### config.mk
export PLATFORM = sky130hd
export DESIGN_NAME = latch_capture_scheduler_flat
export DESIGN_NICKNAME = d
export VERILOG_FILES = /design/src/rtl/latch_capture_scheduler_if.sv /design/src/rtl/latch_capture_scheduler.sv /design/src/flat_wrapper.sv
export SDC_FILE = /design/constraint.sdc
export NUM_CORES = 1
export LEC_CHECK = 0
export ABC_AREA = 0
export CORE_ASPECT_RATIO = 0.7
export CORE_MARGIN = 5
export CORE_UTILIZATION = 30
export CTS_CLUSTER_SIZE = 8
export DETAILED_ROUTE_END_ITERATION = 7
export HOLD_SLACK_MARGIN = 0.08
export PLACE_DENSITY = 0.58
export SYNTH_ARGS = -nofsm -noshare
export SYNTH_HDL_FRONTEND = slang
export SYNTH_SLANG_ARGS = --single-unit
### constraint.sdc
create_clock -name i_clk -period 1.9 [get_ports i_clk]
set_input_delay 0.19 -clock i_clk [delete_from_list [all_inputs] [get_ports i_clk]]
set_output_delay 0.19 -clock i_clk [all_outputs]
set_load 0.1 [all_outputs]
### src/rtl/latch_capture_scheduler_if.sv
// Requester-side bus of the capture-latch scheduler: request/data inputs
// from the four requesters plus the grant, latch and commit outputs.
interface latch_capture_scheduler_if #(
  parameter int NREQ  = 4,
  parameter int WIDTH = 4
);
  logic                    i_en;
  logic [NREQ-1:0]         i_req;
  logic [NREQ*WIDTH-1:0]   i_a;
  logic [NREQ-1:0]         o_gnt;
  logic                    o_en;
  logic [WIDTH-1:0]        o_a;
  logic                    o_commit;
  logic                    o_busy;

  // Requesters / environment drive the request side.
  modport master (
    output i_en, i_req, i_a,
    input  o_gnt, o_en, o_a, o_commit, o_busy
  );

  // The scheduler consumes requests and drives the latch controls.
  modport slave (
    input  i_en, i_req, i_a,
    output o_gnt, o_en, o_a, o_commit, o_busy
  );
endinterface

### src/rtl/latch_capture_scheduler.sv
// Round-robin scheduler for a shared capture latch. Each transfer runs
// CAPTURE (latch open) -> SETTLE (latch closed, SETTLE_CYCLES long) ->
// COMMIT (strobe downstream registers). All outputs are registered.
module latch_capture_scheduler #(
  parameter int NREQ          = 4,
  parameter int WIDTH         = 4,
  parameter int SETTLE_CYCLES = 1
) (
  input  logic                        i_clk,
  input  logic                        i_rst_n,
  latch_capture_scheduler_if.slave    bus
);

  localparam int PW = (NREQ > 1) ? $clog2(NREQ) : 1;
  localparam logic [3:0] CNT_LOAD = (SETTLE_CYCLES > 0) ? 4'(SETTLE_CYCLES - 1) : 4'd0;

  typedef enum logic [1:0] {IDLE, CAPTURE, SETTLE, COMMIT} state_t;

  state_t          state;
  logic [PW-1:0]   ptr;
  logic [3:0]      settle_cnt;

  logic            win_valid;
  logic [PW-1:0]   win_idx;
  logic [PW-1:0]   win_next;
  logic [PW-1:0]   cand;
  logic [NREQ-1:0] win_gnt;
  logic [WIDTH-1:0] win_data;

  // Round-robin winner search starting at ptr; the descending loop lets the
  // earliest candidate in search order overwrite later ones.
  always_comb begin
    // NOTE: every output of this block gets a default first so no path leaves it unassigned, which would infer a latch.
    win_valid = 1'b0;
    win_idx   = '0;
    cand      = '0;
    for (int k = NREQ - 1; k >= 0; k--) begin
      cand = PW'((int'(ptr) + k) % NREQ);
      if (bus.i_req[cand]) begin
        win_valid = 1'b1;
        win_idx   = cand;
      end
    end
  end

  // Winner's one-hot grant, data slice and the pointer value after it.
  always_comb begin
    win_data = '0;
    for (int r = 0; r < NREQ; r++) begin
      if (win_idx == PW'(r)) win_data = bus.i_a[r*WIDTH +: WIDTH];
    end
    win_gnt  = NREQ'(1) << win_idx;
    win_next = (win_idx == PW'(NREQ - 1)) ? '0 : win_idx + 1'b1;
  end

  // Transfer sequencer with registered outputs; reset aborts any transfer.
  always_ff @(posedge i_clk or negedge i_rst_n) begin
    if (!i_rst_n) begin
      state        <= IDLE;
      ptr          <= '0;
      settle_cnt   <= '0;
      bus.o_gnt    <= '0;
      bus.o_en     <= 1'b0;
      bus.o_a      <= '0;
      bus.o_commit <= 1'b0;
      bus.o_busy   <= 1'b0;
    end else begin
      // NOTE: sequential state uses non-blocking assignments so every flop samples pre-edge values regardless of statement order.
      bus.o_gnt    <= '0;
      bus.o_en     <= 1'b0;
      bus.o_commit <= 1'b0;
      case (state)
        IDLE, COMMIT: begin
          if (bus.i_en && win_valid) begin
            state      <= CAPTURE;
            bus.o_gnt  <= win_gnt;
            bus.o_en   <= 1'b1;
            bus.o_a    <= win_data;
            bus.o_busy <= 1'b1;
            ptr        <= win_next;
          end else begin
            state      <= IDLE;
            bus.o_busy <= 1'b0;
          end
        end
        CAPTURE: begin
          if (SETTLE_CYCLES == 0) begin
            state        <= COMMIT;
            bus.o_commit <= 1'b1;
          end else begin
            state      <= SETTLE;
            settle_cnt <= CNT_LOAD;
          end
        end
        SETTLE: begin
          if (settle_cnt == 4'd0) begin
            state        <= COMMIT;
            bus.o_commit <= 1'b1;
          end else begin
            settle_cnt <= settle_cnt - 1'b1;
          end
        end
        default: state <= IDLE;
      endcase
    end
  end

endmodule

### src/flat_wrapper.sv
// flat-port wrapper written by rule: the top's interface ports become plain ports
module latch_capture_scheduler_flat 
#(
  parameter int NREQ          = 4,
  parameter int WIDTH         = 4,
  parameter int SETTLE_CYCLES = 1
)
  (i_clk, i_rst_n, bus_i_en, bus_i_req, bus_i_a, bus_o_gnt, bus_o_en, bus_o_a, bus_o_commit, bus_o_busy);
  latch_capture_scheduler_if #(.NREQ(NREQ), .WIDTH(WIDTH)) bus_i ();
  input  logic i_clk;
  input  logic i_rst_n;
  input wire logic [$bits(bus_i.i_en)-1:0] bus_i_en;
  input wire logic [$bits(bus_i.i_req)-1:0] bus_i_req;
  input wire logic [$bits(bus_i.i_a)-1:0] bus_i_a;
  output wire logic [$bits(bus_i.o_gnt)-1:0] bus_o_gnt;
  output wire logic [$bits(bus_i.o_en)-1:0] bus_o_en;
  output wire logic [$bits(bus_i.o_a)-1:0] bus_o_a;
  output wire logic [$bits(bus_i.o_commit)-1:0] bus_o_commit;
  output wire logic [$bits(bus_i.o_busy)-1:0] bus_o_busy;
  assign bus_i.i_en = bus_i_en;
  assign bus_i.i_req = bus_i_req;
  assign bus_i.i_a = bus_i_a;
  assign bus_o_gnt = bus_i.o_gnt;
  assign bus_o_en = bus_i.o_en;
  assign bus_o_a = bus_i.o_a;
  assign bus_o_commit = bus_i.o_commit;
  assign bus_o_busy = bus_i.o_busy;
  latch_capture_scheduler #(.NREQ(NREQ), .WIDTH(WIDTH), .SETTLE_CYCLES(SETTLE_CYCLES)) u_core (.i_clk(i_clk), .i_rst_n(i_rst_n), .bus(bus_i));
endmodule
==> results of run 1 <==
## stage by stage
stage,worst slack (ps),power [uW],cells,util [%],TNS (ps)
4_1_cts,5.80,2820,209,47.5,0
6_report,-16.1,2820,209,47.9,-37.3
3_3_place_gp,-411,2370,203,43.8,-1610
2_1_floorplan,33.7,1930,110,-,0
5_1_grt,-79.7,2980,209,47.9,-257
3_5_place_dp,-449,2390,203,43.8,-1980
## critical path: cells and delay by family, from the launching register on
kind	cells	cell delay [ps]
AO/OA/AOI/OAI	6	1010
flip-flops	1	400
AND/OR/NAND/NOR	1	190
adder cells (fa/ha/maj)	1	180
buffers and inverters	1	80
## routing by layer
| metal | wire (um) | vias to the layer above |
|---|---|---|
| met1 | 1110 | 452 |
| li1 | - | 475 |
| met3 | 80 | 5 |
| met5 | 0 | - |
| met2 | 1500 | 9 |
| met4 | 38 | 0 |
## flip-flops by register name (all words and copies together) (netlist names)
| signal | count |
|---|---|
| u_core.settle_cnt | 4 |
| u_core.ptr | 2 |
| u_core.bus.o_gnt | 4 |
| u_core.bus.o_a | 4 |
| u_core.bus.o_en | 1 |
| u_core.bus.o_busy | 1 |
| u_core.state | 2 |
| u_core.bus.o_commit | 1 |
## layout make-up
type | count | area, um2 | area share (%)
timing repair buffer | 49 | 420 | 24.7
sequential | 19 | 475 | 27.9
tap | 50 | 62.6 | 3.67
multi-input combinational | 74 | 649 | 38.1
inverter | 13 | 48.8 | 2.87
clock buffer | 3 | 41.3 | 2.42
clock inverter | 1 | 5.00 | 0.294
## synthesized netlist by cell type (2+ instances only)
library cell	n
inv_1	13
nor2_2	2
mux2_2	2
nand2_1	10
o21ai_0	2
nor2b_1	2
a211o_1	4
nor2_1	6
and2_1	4
a221oi_1	4
a31oi_2	3
nor3_1	2
dfrtp_1	19
ha_1	8
o31ai_1	2
a21oi_1	5
a21o_1	3
nand2b_1	4
## kinds of logic after synthesis
| kind of cell | Yosys count | synth area share, % |
|---|---|---|
| and+or+nand+nor | 34 | 16.6 |
| xor gates and xnor gates | 1 | 0.788 |
| muxes | 2 | 2.02 |
| DFF | 19 | 42.7 |
| AOI/OAI and AO/OA | 29 | 21.9 |
| adders and majority gates | 8 | 9.00 |
| buffers and inverters | 17 | 6.86 |
## worst max-delay path by stage
stage,slack (ps),end,cells after the start
6_report,-20,u_core.bus.o_a[3]$_DFFE_PN0P_,9
5_1_grt,-80,u_core.bus.o_a[0]$_DFFE_PN0P_,9
4_1_cts,6,u_core.bus.o_a[3]$_DFFE_PN0P_,9
3_5_place_dp,-450,u_core.bus.o_a[3]$_DFFE_PN0P_,10
3_3_place_gp,-410,u_core.bus.o_a[3]$_DFFE_PN0P_,10
2_1_floorplan,30,u_core.bus.o_a[0]$_DFFE_PN0P_,9
## what timing repair did
action                     4_1_cts  5_1_grt
pin swaps                        7        7
buffers inserted                 2        0
hold endpoints to repair         0        0
setup endpoints to repair        4        4
resized for setup               15        5
hold buffers                     0        0
## report_power, final
group | internal [uW] | switching [uW]
Sequential | 545 | 67.6
Combinational | 663 | 1260
Clock | 146 | 142
Total | 1350 | 1470
==> metrics.md, run 1 <==
| Metric | Value |
|---|---|
| Status | complete, but fails checks |
| Violated checks | negative setup slack |
| Total number of vias | 941 |
| Setup slack after layout | -16.1 ps |
| Total Wirelength | 2730 um |
| Area leader, netlist | dfrtp_1 |
| First-pass GRT wire length | 4260 um |
| Worst hold path type | in -> async |
| Worst VDD drop | 763 uV |
| Syn. warnings | 0 |
| DRT iter0 DRCs | 22 |
| Grt met2 use | 21.8% |
| # DRC | 0 |
| CP startpoint kind | register |
| Post-Syn Instances | 110 |
| Post-synthesis async set-or-reset flop share | 100% |
| Most frequent cells in the layout | buf_4, clkdlybuf4s50_1, dfrtp_1 |
| Core Area | 0.00356 mm2 |
| Htree depth | 1 |
| Hpwl dp | 2010 um |
| Post-Syn Area | 0.00111 mm2 |
| Worst Setup Path Type | reg -> reg |
| Largest net degree at the start of global routing | 20 |
| Endpoints failing hold | 0 |
| Number of synthesized register bits | 19 |
| RR Endpoint | u_core.bus.o_a[3]$_DFFE_PN0P_ |
| Longest Clk Path Bufs | 2 |
| Leakage dissipation | 0.000793 uW |
| Share of the synthesized area in the top cell type | 42.7% |
| Synth area leaders | dfrtp_1, ha_1, inv_1 |
| Port bufs | 33 |
| DIE AREA | 0.00505 mm2 |
| CTS tree | built |
| Num CTS Buffers | 3 |
| Final instance area | 0.00170 mm2 |
| Slowest-stage cell, CP | dfrtp_1 |
| Crit-path max FO | 4 |
| Fin. max-slew vios | 0 |
| N_diodes | 0 |
| Max Clock Skew | 2.64 ps |
| Most common cell after layout, fill and taps aside | buf_4 |
| Initial Util | 31.3% |
| Nets | 191 |
| Chip Width | 82.8 um |
| Setup repair after global routing missed its margin | true |
| FILL cells | 343 |
| Reg2reg start | u_core.ptr[1]$_DFFE_PN0P_ |
| CTS Sinks | 19 |
| FMAX | 522 MHz |
| Layout cells sized above 1 | 36.5% |
| Reg2Reg Depth | 9 |
| Initial antenna violation count | 0 |
| Final Hold Slack | 256 ps |
| Fin crit period | 1920 ps |
| Rel. slew slack | 77.9% |
| Global Route met3 Usage | 2.67% |
| PD cells | 1660 mW/mm2 |
| Synth unique cells | 33 |
| Syn_nets | 141 |
| Ys flop type | dfrtp_1 |
| DR WL/cell | 13.1 um |
| Root buf cell | clkbuf_8 |
| Post-DP Area | 0.00156 mm2 |
| Num rows | 18 |
| Arr. time, crit path | 2100 ps |
| FF-to-FF setup slack | -20 ps |
| Max cap viols | 0 |
| Gp weighted congestion | 0.902 |
| Worst skew pair latency | 260 ps |
| Worst-margin pin slew | 331 ps |
| GRT Total Usage | 11.4% |
| Drt first pass iters | 4 |
| DIE HEIGHT | 60.9 um |
| I/O pin count | 34 |
| Met1 GRT Util | 12.4% |
| EDFF count, synth | 0 |
| Setup crit end kind | register |
| Seq/Total Area, Yosys | 42.7% |
| Remaining Overflow, GRT | 0 |
| Cell breakdown of the critical path | a21o_1 > a21oi_2 > o22a_1 > inv_2 > ha_4 > nor2b_4 > a221oi_2 > a211o_1 > a31oi_2 |
| Busiest grt layer | met2 |
| CP peak stage delay | 400 ps |
| Clk pin slew, worst setup/hold paths | 70 ps |
| Worst Setup SP | u_core.ptr[1]$_DFFE_PN0P_ |
| Req. time, crit path | 2090 ps |
| ANT nets after route | 0 |
| P&R area growth vs syn | 53.1% |
| Final worst-path cycle share | 101% |
| Drt via density | 4.50 |
| Synthesized area per cell | 10.1 um2 |
| Final setup viols | 4 |
| Vias in the first global route | 978 |
Power figures use the tool's default switching activity.
==> inputs of run 2 (changes only) <==
- PLACE_DENSITY: 0.58 -> unset
- PLACE_DENSITY_LB_ADDON: unset -> 0.08
- SLEW_MARGIN: unset -> 40
- TNS_END_PERCENT: unset -> 5
==> metrics.md, run 2 (same netlist as run 1, synthesis figures left out) <==
| Metric | Value |
|---|---|
| Leakage dissipation | 0.000800 uW (+0.87%) |
| Final worst-path cycle share | 102% (+1.2 points) |
| Post-CTS Hold Fix Bufs | 0 (unchanged) |
| ANT nets after route | 0 (unchanged) |
| Worst Setup Path Type | reg -> reg |
| DR WL/cell | 12.9 um (-0.95%) |
| Clk pin slew, worst setup/hold paths | 70 ps (about the same) |
| Setup crit end kind | register |
| Req. time, crit path | 2040 ps (-50 ps) |
| Arr. time, crit path | 2080 ps (-20 ps) |
| Remaining Overflow, GRT | 0 (unchanged) |
| Sw frac | 51.8% (-0.26 points) |
| Endpoints failing hold | 0 (unchanged) |
| Fin. max-slew vios | 0 (unchanged) |
| Violated checks | negative setup slack |
| Crit-path max FO | 5 (+1) |
| P&R area growth vs syn | 52.9% |
| Drt via density | 4.50 (about the same) |
| Max cap viols | 0 (unchanged) |
| Root buf cell | clkbuf_8 |
| FMAX | 516 MHz (-1.1%) |
| Gp weighted congestion | 0.741 (-18%) |
| Final Hold Slack | 268 ps (+11.9 ps) |
| Port bufs | 33 (unchanged) |
| Comb pwr share | 68.3% (+0.2 points) |
| PD cells | 1660 mW/mm2 (+0.40%) |
| Chip Width | 82.8 um (unchanged) |
| Vias in the first global route | 968 (-1.0%) |
| Worst hold path type | in -> async |
| Worst VDD drop | 769 uV (+0.74%) |
| Longest Clk Path Bufs | 2 (unchanged) |
| Post-DP Area | 0.00156 mm2 (unchanged) |
| Setup slack after layout | -38.1 ps (-22.0 ps) |
| I/O pin count | 34 (unchanged) |
| Part of the power in registers | 21.7% (about the same) |
| Internal Power | 1370 uW (+0.79%) |
| Largest net degree at the start of global routing | 20 (unchanged) |
| Reg2reg start | u_core.ptr[0]$_DFFE_PN0P_ |
| Multi-input gate area | 636 um2 (-2.1%) |
| Worst-margin pin slew | 356 ps (+25.6 ps) |
| Pre-CTS setup slack | -417 ps (+32.4 ps) |
| Total Wirelength | 2720 um (-0.48%) |
| N_diodes | 0 (unchanged) |
| # DRC | 0 (unchanged) |
| Initial antenna violation count | 0 (unchanged) |
| Initial Util | 31.3% (unchanged) |
| CTS Sinks | 19 (unchanged) |
| Cell breakdown of the critical path | nand2b_4 > a21oi_1 > a211oi_2 > buf_4 > ha_4 > nor2b_4 > a221oi_2 > a211o_1 > a31oi_2 |
| Hpwl dp | 2040 um (+1.8%) |
| Num rows | 18 (unchanged) |
| Max Clock Skew | 1.46 ps (-1.18 ps) |
| Most common cell after layout, fill and taps aside | buf_4 |
| Worst skew pair latency | 260 ps (about the same) |
| Final setup viols | 3 (-1) |
| DRT iter0 DRCs | 46 (+110%) |
| Reg2Reg Depth | 9 (unchanged) |
| DIE HEIGHT | 60.9 um (unchanged) |
| Num CTS Buffers | 3 (unchanged) |
| CP peak stage delay | 390 ps (about the same) |
| Rel. slew slack | 76.2% (-1.7 points) |
| FF-to-FF setup slack | -40 ps (-20 ps) |
| Status | complete, but fails checks |
| Worst Setup SP | u_core.ptr[0]$_DFFE_PN0P_ |
| First-pass GRT wire length | 4110 um (-3.6%) |
| Fin crit period | 1940 ps (+22.0 ps) |
| Drt first pass iters | 3 (-1) |
| Setup TNS | -80.5 ps (-43.2 ps) |
| Clock power frac | 10.0% (-0.2 points) |
| Final instance area | 0.00170 mm2 (-0.15%) |
| GRT Total Usage | 10.9% (-0.54 points) |
| Layout cells sized above 1 | 35.0% (-1.5 points) |
| Nets | 192 (+0.52%) |
| Core Area | 0.00356 mm2 (unchanged) |
| Largest registers | u_core.bus.o_a (4), u_core.bus.o_gnt (4), u_core.settle_cnt (4) |
| Htree depth | 1 (unchanged) |
| Slowest-stage cell, CP | dfrtp_1 |
| Pwr Total | 2830 uW (+0.25%) |
| Total number of vias | 946 (+0.53%) |
| Setup repair after global routing missed its margin | true |
| Most frequent cells in the layout | buf_4, clkdlybuf4s50_1, dfrtp_1 |
| CTS tree | built |
| Psw | 1460 uW (-0.25%) |
| DIE AREA | 0.00505 mm2 (unchanged) |
| FF/Latch Area | 475 um2 (unchanged) |
| CP startpoint kind | register |
| FILL cells | 358 (+4.4%) |
[run 2: changes by cell type in the layout (fill, tap and decap cells not counted), sizes merged]
cell / delta
buf: +1
dlymetal6s2s: +1
dlygate4sd2: -1
[run 2: critical path, delay by kind of cell, from the launching register on]
kind / cells / cell delay, ps
AO/OA/AOI/OAI: 5 / 840
flip-flops: 1 / 390
AND/OR/NAND/NOR: 2 / 210
buffers and inverters: 1 / 190
adder cells (fa/ha/maj): 1 / 180
[run 2: path summary, 6_finish.rpt]
| kind | to |
|---|---|
| max | u_core.bus.o_a[3]$_DFFE_PN0P_ |
| min reg2reg | u_core.bus.o_busy$_DFFE_PN0P_ |
| min | u_core.bus.o_commit$_DFF_PN0_ |
| min in group i_clk | u_core.bus.o_busy$_DFFE_PN0P_ |
| max in group asynchronous | u_core.bus.o_gnt[0]$_DFF_PN0_ |
| max reg2reg | u_core.bus.o_a[3]$_DFFE_PN0P_ |
[run 2: stage by stage]
| stage | std cells | util [%] |
|---|---|---|
| after detailed placement | 203 | 43.8 |
| after global placement | 203 | 43.8 |
| after CTS | 208 | 46.2 |
| after global routing | 210 | 47.8 |
| final | 210 | 47.8 |
| after floorplan | 110 | - |
[run 2: power by group through the flow]
| stage | clock (uW) | combinational (uW) | sequential [uW] |
|---|---|---|---|
| final | 282 | 1930 | 614 |
| after global routing | 310 | 2050 | 631 |
| after CTS | 299 | 1860 | 615 |
| after detailed placement | 0 | 1780 | 621 |
| after global placement | 0 | 1770 | 619 |
| after floorplan | 0 | 635 | 1300 |
[run 2: what timing repair did]
item	CTS	global route
pin swaps	6	1
resized for setup	8	8
endpoints found under the setup margin	4	4
setup buffers	1	2
[run 2: cell type report]
class,instances,share of cell area (%)
flip-flops and latches,19,28.0
clock buffers,3,2.43
repair buffers,50,25.4
clock inverters,1,0.294
multi-input cells,74,37.4
well taps,50,3.68
inverters,13,2.87
[run 2: per-layer routing]
metal / GRT usage (%) / wire (um) / share of wire, %
met5: 0 / 0 / 0
met4: 2.56 / 13 / 0.48
met3: 4.15 / 130 / 4.8
met2: 18.6 / 1290 / 48
met1: 13.1 / 1280 / 47
